--- src/rtl/alu_seq_if.sv ---
// Request handshake plus operand/result bus between alu_seq and an external ALU.
// The master side issues requests and computes ALU results; the slave is the sequencer.
// Flags and result are returned combinationally from the operands the sequencer drives.
interface alu_seq_if;
  logic        req_valid;
  logic        req_ready;
  logic [2:0]  req_op;
  logic [2:0]  req_rd;
  logic [2:0]  req_rs1;
  logic [2:0]  req_rs2;
  logic [15:0] alu_a;
  logic [15:0] alu_b;
  logic [2:0]  alu_op;
  logic [15:0] alu_result;
  logic        alu_zero;
  logic        alu_negative;
  logic        alu_carry;
  logic        alu_overflow;

  modport master (
    output req_valid, req_op, req_rd, req_rs1, req_rs2,
    input  req_ready,
    input  alu_a, alu_b, alu_op,
    output alu_result, alu_zero, alu_negative, alu_carry, alu_overflow
  );

  modport slave (
    input  req_valid, req_op, req_rd, req_rs1, req_rs2,
    output req_ready,
    output alu_a, alu_b, alu_op,
    input  alu_result, alu_zero, alu_negative, alu_carry, alu_overflow
  );
endinterface

--- src/rtl/alu_seq.sv ---
// Register-file sequencer around an external ALU: IDLE -> READ -> EXEC -> WB.
// Latency: accept edge T, done during cycle after T+2, result/flags visible after T+3.
// Backpressure: req_ready high only in IDLE; requests seen in other states are ignored.
module alu_seq #(
  parameter int NREG = 8
) (
  input  logic        clk,
  input  logic        rst_n,
  alu_seq_if.slave    bus,
  input  logic        ld_en,
  input  logic [2:0]  ld_addr,
  input  logic [15:0] ld_data,
  input  logic [2:0]  dbg_addr,
  output logic [15:0] dbg_data,
  output logic        done,
  output logic [3:0]  flags
);

  typedef enum logic [1:0] {IDLE, READ, EXEC, WB} state_t;

  state_t      state, state_nxt;
  logic [15:0] regs [NREG];
  logic [2:0]  op_q, rd_q, rs1_q, rs2_q;
  logic [15:0] res_q;
  logic [3:0]  flg_q;

  // State register; reset aborts any operation in flight.
  always_ff @(posedge clk or negedge rst_n) begin
    if (!rst_n) state <= IDLE;
    else        state <= state_nxt;
  end

  // Next-state and handshake/done outputs.
  always_comb begin
    state_nxt     = state;
    bus.req_ready = 1'b0;
    done          = 1'b0;
    case (state)
      IDLE: begin
        bus.req_ready = 1'b1;
        if (bus.req_valid) state_nxt = READ;
      end
      READ: state_nxt = EXEC;
      EXEC: state_nxt = WB;
      WB: begin
        done      = 1'b1;
        state_nxt = IDLE;
      end
      default: state_nxt = IDLE;
    endcase
  end

  // Capture the request fields when accepted in IDLE.
  always_ff @(posedge clk or negedge rst_n) begin
    if (!rst_n) begin
      op_q  <= '0;
      rd_q  <= '0;
      rs1_q <= '0;
      rs2_q <= '0;
    end else if (state == IDLE && bus.req_valid) begin
      op_q  <= bus.req_op;
      rd_q  <= bus.req_rd;
      rs1_q <= bus.req_rs1;
      rs2_q <= bus.req_rs2;
    end
  end

  // Operands to the ALU change only on the READ edge; a same-edge ld is not seen.
  always_ff @(posedge clk or negedge rst_n) begin
    if (!rst_n) begin
      bus.alu_a  <= '0;
      bus.alu_b  <= '0;
      bus.alu_op <= '0;
    end else if (state == READ) begin
      bus.alu_a  <= regs[rs1_q];
      bus.alu_b  <= regs[rs2_q];
      bus.alu_op <= op_q;
    end
  end

  // Hold the ALU result and flags sampled on the EXEC edge.
  always_ff @(posedge clk or negedge rst_n) begin
    if (!rst_n) begin
      res_q <= '0;
      flg_q <= '0;
    end else if (state == EXEC) begin
      res_q <= bus.alu_result;
      flg_q <= {bus.alu_zero, bus.alu_negative, bus.alu_carry, bus.alu_overflow};
    end
  end

  // Register file: direct load first, writeback second so WB wins on an address clash.
  always_ff @(posedge clk or negedge rst_n) begin
    if (!rst_n) begin
      for (int i = 0; i < NREG; i++) regs[i] <= '0;
    end else begin
      if (ld_en)         regs[ld_addr] <= ld_data;
      if (state == WB)   regs[rd_q]    <= res_q;
    end
  end

  // Status register updates on every writeback, whatever the opcode.
  always_ff @(posedge clk or negedge rst_n) begin
    if (!rst_n)            flags <= '0;
    else if (state == WB)  flags <= flg_q;
  end

  assign dbg_data = regs[dbg_addr];

endmodule

--- src/flat_wrapper.sv ---
// flat-port wrapper written by rule: the top's interface ports become plain ports
module alu_seq_flat 
#(
  parameter int NREG = 8
)
  (clk, rst_n, ld_en, ld_addr, ld_data, dbg_addr, dbg_data, done, flags, bus_req_valid, bus_req_op, bus_req_rd, bus_req_rs1, bus_req_rs2, bus_req_ready, bus_alu_a, bus_alu_b, bus_alu_op, bus_alu_result, bus_alu_zero, bus_alu_negative, bus_alu_carry, bus_alu_overflow);
  alu_seq_if bus_i ();
  input  logic clk;
  input  logic rst_n;
  input  logic ld_en;
  input  logic [2:0] ld_addr;
  input  logic [15:0] ld_data;
  input  logic [2:0] dbg_addr;
  output logic [15:0] dbg_data;
  output logic done;
  output logic [3:0] flags;
  input wire logic [$bits(bus_i.req_valid)-1:0] bus_req_valid;
  input wire logic [$bits(bus_i.req_op)-1:0] bus_req_op;
  input wire logic [$bits(bus_i.req_rd)-1:0] bus_req_rd;
  input wire logic [$bits(bus_i.req_rs1)-1:0] bus_req_rs1;
  input wire logic [$bits(bus_i.req_rs2)-1:0] bus_req_rs2;
  output wire logic [$bits(bus_i.req_ready)-1:0] bus_req_ready;
  output wire logic [$bits(bus_i.alu_a)-1:0] bus_alu_a;
  output wire logic [$bits(bus_i.alu_b)-1:0] bus_alu_b;
  output wire logic [$bits(bus_i.alu_op)-1:0] bus_alu_op;
  input wire logic [$bits(bus_i.alu_result)-1:0] bus_alu_result;
  input wire logic [$bits(bus_i.alu_zero)-1:0] bus_alu_zero;
  input wire logic [$bits(bus_i.alu_negative)-1:0] bus_alu_negative;
  input wire logic [$bits(bus_i.alu_carry)-1:0] bus_alu_carry;
  input wire logic [$bits(bus_i.alu_overflow)-1:0] bus_alu_overflow;
  assign bus_i.req_valid = bus_req_valid;
  assign bus_i.req_op = bus_req_op;
  assign bus_i.req_rd = bus_req_rd;
  assign bus_i.req_rs1 = bus_req_rs1;
  assign bus_i.req_rs2 = bus_req_rs2;
  assign bus_req_ready = bus_i.req_ready;
  assign bus_alu_a = bus_i.alu_a;
  assign bus_alu_b = bus_i.alu_b;
  assign bus_alu_op = bus_i.alu_op;
  assign bus_i.alu_result = bus_alu_result;
  assign bus_i.alu_zero = bus_alu_zero;
  assign bus_i.alu_negative = bus_alu_negative;
  assign bus_i.alu_carry = bus_alu_carry;
  assign bus_i.alu_overflow = bus_alu_overflow;
  alu_seq #(.NREG(NREG)) u_core (.clk(clk), .rst_n(rst_n), .bus(bus_i), .ld_en(ld_en), .ld_addr(ld_addr), .ld_data(ld_data), .dbg_addr(dbg_addr), .dbg_data(dbg_data), .done(done), .flags(flags));
endmodule
--- config.mk ---
export PLATFORM = sky130hd
export DESIGN_NAME = alu_seq_flat
export DESIGN_NICKNAME = d
export VERILOG_FILES = /design/src/rtl/alu_seq_if.sv /design/src/rtl/alu_seq.sv /design/src/flat_wrapper.sv
export SDC_FILE = /design/constraint.sdc
export NUM_CORES = 1
export LEC_CHECK = 0
export ABC_CLOCK_PERIOD_IN_PS = 5200
export CORE_MARGIN = 3
export CORE_UTILIZATION = 50
export DETAILED_ROUTE_END_ITERATION = 6
export PLACE_DENSITY = 0.71
export RECOVER_POWER = 100
export SYNTH_ARGS = -nofsm -noshare
export SYNTH_HDL_FRONTEND = slang
export SYNTH_SLANG_ARGS = --single-unit
--- constraint.sdc ---
create_clock -name clk -period 5.2 [get_ports clk]
set_input_delay 1.04 -clock clk [delete_from_list [all_inputs] [get_ports clk]]
set_output_delay 1.04 -clock clk [all_outputs]
set_load 0.02 [all_outputs]
==> results.toml <==
[floorplanning]
fp.dieW_um = 162
die_area_um2 = 26400
pin_count = 115
start_util_pct = 51.5
fp.dieH_um = 162
rows = 56
coreArea_um2 = 23800

[timing]
period_share_pct = 89.6
fin_setup_tns_ns = 0
fin_worst_skew_ns = 0.0197
rsz0062_at_grt = "false"
relSlewSlack_pct = -116
fmax_mhz = 215
finalSetupViolCount = 0
setup_slack_ns = 0.542
drv_slew = 235
fin_crit_ns = 4.66
hold_violations = 0
fin_hold_ws_ns = 0.499
tightest_slew_ns = 3.24

[detailed_routing]
dr.pass1.iters = 5
via_per_inst = 6.26
avgRoutedWirePerCell_um = 24.1
ant_nets = 0
drtIter0Drc = 947
wirelength_um = 35600
routed-via-count = 9261
drc = 0

[finish]
num-fill-cells = 1947
num_antenna_cells = 0
syn_to_final_growth_pct = 14.1
drive_gt1_share_pct = 9.65
nets = 1212
design_area_um2 = 14000

[logic_synthesis]
yosys.area.top_type_share_pct = 41.1
synth.largest_area_cell = "dfrtp_1"
synth-warning-count = 0
synthCells = 1125
synth_seq_cells = 201
ys_seq_area_share_pct = 41.1
netlist_area_um2 = 12200
synthesis.nets = 1188
yosys.cell_types.count = 32
synth.avg_cell_area_um2 = 10.9
synth_area_leaders = "dfrtp_1 (41%), mux2i_1 (18%), mux4_1 (6.7%)"

[power]
seqPwrFrac_pct = 41.0
p_leak_nw = 6.08
finalPower_mw = 9.21
power_frac_clock_pct = 17.4
switching_power_mw = 3.85
p_sw_share_pct = 41.8
internal_power_mw = 5.37
irDropWorstVdd_mv = 0.379
p_comb_share_pct = 41.6
powerDensity_nw_per_um2 = 660

[placement]
hpwl_um = 22000
dpl_worst_slack_ns = 0.866
io_buffer_count = 114
placed_area_um2 = 13300
gp_congestion = 0.893

[clock_tree]
clockRootBuffer = "clkbuf_16"
clkSlewWorstSetupHoldPaths_ns = 0.05
clk_latency_ns = 0.51
cts-htree-levels = 1
cts_buffer_depth = 3
cts-buffers-inserted = 23
cts.repair.resized = 0
cts_tree = "built"
clock_sinks = 201
cts_hold_buf = 0
post-cts-setup-buffers = 0

[global_routing]
grt_pass1_wl_um = 55400
grt-ovfl-total = 0
antenna_found_initial = 4
grt_max_degree = 105
first_global_vias = 9169
track_usage_pct = 27.0

[run]
maxCapViolCount = 6

[status]
violations = "max-capacitance violations, max-slew violations"
status = "finished with violations"

[worst_setup_path]
cp-end-kind = "output pin"
path_class = "input pin to output pin"
critPathLaunchType = "input pin"
worstPathArrival_ns = 3.62
path_max_fanout = 32
critical_path_required_ns = 4.16

[min_path]
min-delay-path-class = "flop to flop"
power groups by stage:
stage                     Combinational, mW  Clock, mW  Sequential [mW]
after floorplan                        3.11          0             3.02
after global placement                 3.79          0             3.71
after detailed placement               3.88          0             3.73
after CTS                              3.92       1.63             3.72
after global routing                   4.18       1.70             3.88
final                                  3.83       1.60             3.78
per-stage QoR:
stage,utilization [%],instances
2_1_floorplan,-,1125
3_3_place_gp,55.9,1443
3_5_place_dp,55.9,1443
4_1_cts,59.0,1480
5_1_grt,58.7,1480
6_report,58.7,1480
state kept, by name, summed over array words and instances, names as in the netlist:
name / flops
u_core.regs: 128
u_core.bus.alu_b: 16
u_core.flags: 4
u_core.op_q: 3
u_core.state: 2
u_core.rs1_q: 3
u_core.rs2_q: 3
u_core.flg_q: 4
u_core.bus.alu_a: 16
u_core.bus.alu_op: 3
u_core.rd_q: 3
u_core.res_q: 16
synthesized netlist by cell type (all sizes together):
library cell and number:
ha 5, o21ai 64, nand2 65, a211o 32, mux4 32, nand4b 6
a41o 32, nand4 2, and4bb 6, buf 62, nor3 1, a21oi 65
inv 2, nor2 66, nor2b 67, clkbuf 69, nand3 32, dfrtp 201
mux2i 224, nand2b 2, a22oi 32, nor4b 2, mux2 56
critical path, stage by stage:
cell,delay [ns]
clkdlybuf4s50_1,0.45
clkbuf_2,0.65
mux4_2,0.60
mux2_2,0.30
clkdlybuf4s50_1,0.56
routing by layer:
| layer | up-vias | global-route usage, % | part of all wire (%) |
|---|---|---|---|
| met2 | 419 | 41.8 | 45 |
| met5 | - | 0 | 0.095 |
| met1 | 4561 | 38.0 | 43 |
| met3 | 92 | 6.08 | 8.8 |
| li1 | 4183 | - | - |
| met4 | 6 | 8.49 | 3.2 |
kinds of logic after synthesis:
kind of cell    after synthesis  synth area share, %
compound gates              225                 12.1
mux                         312                 30.3
flops                       201                 41.1
fa+ha+maj                     5                0.511
simple gates                249                 10.3
buf+inv                     133                 5.56
path summary, 6_finish.rpt:
path / startpoint / endpoint / slack [ns] / depth (start not counted)
worst max register to register: u_core.state[1]$_DFFE_PN0P_ / u_core.bus.alu_a[12]$_DFFE_PN0N_ / 1.55 / 5
min in group asynchronous: rst_n / u_core.bus.alu_b[10]$_DFFE_PN0N_ / 1.28 / 1
worst min-delay path: u_core.flg_q[1]$_DFFE_PN0P_ / u_core.flg_q[1]$_DFFE_PN0P_ / 0.50 / 1
max in group asynchronous: rst_n / u_core.regs[110]$_DFF_PN0_ / 1.17 / 2
worst max-delay path: dbg_addr[1] / dbg_data[15] / 0.54 / 5
worst min register to register: u_core.flg_q[1]$_DFFE_PN0P_ / u_core.flg_q[1]$_DFFE_PN0P_ / 0.50 / 1
cell type report:
type,instances,area (µm²),area share (%)
Multi-Input combinational cell,791,6530,46.8
Sequential cell,201,5040,36.1
Timing Repair Buffer,130,1240,8.90
Clock buffer,34,697,4.99
Tap cell,319,399,2.86
Clock inverter,3,40.0,0.287
Inverter,2,7.51,0.0538
cells in the final DEF (no fill, tap or decap), types with 54 or more instances in the layout:
cell type	instances
clkdlybuf4s50_1	54
mux2_2	56
nand2_1	65
mux2i_1	224
nor2b_1	65
dlygate4sd3_1	58
dfrtp_1	199
nor2_1	64
o21ai_0	63
a21oi_1	65
Power figures use the tool's default switching activity.
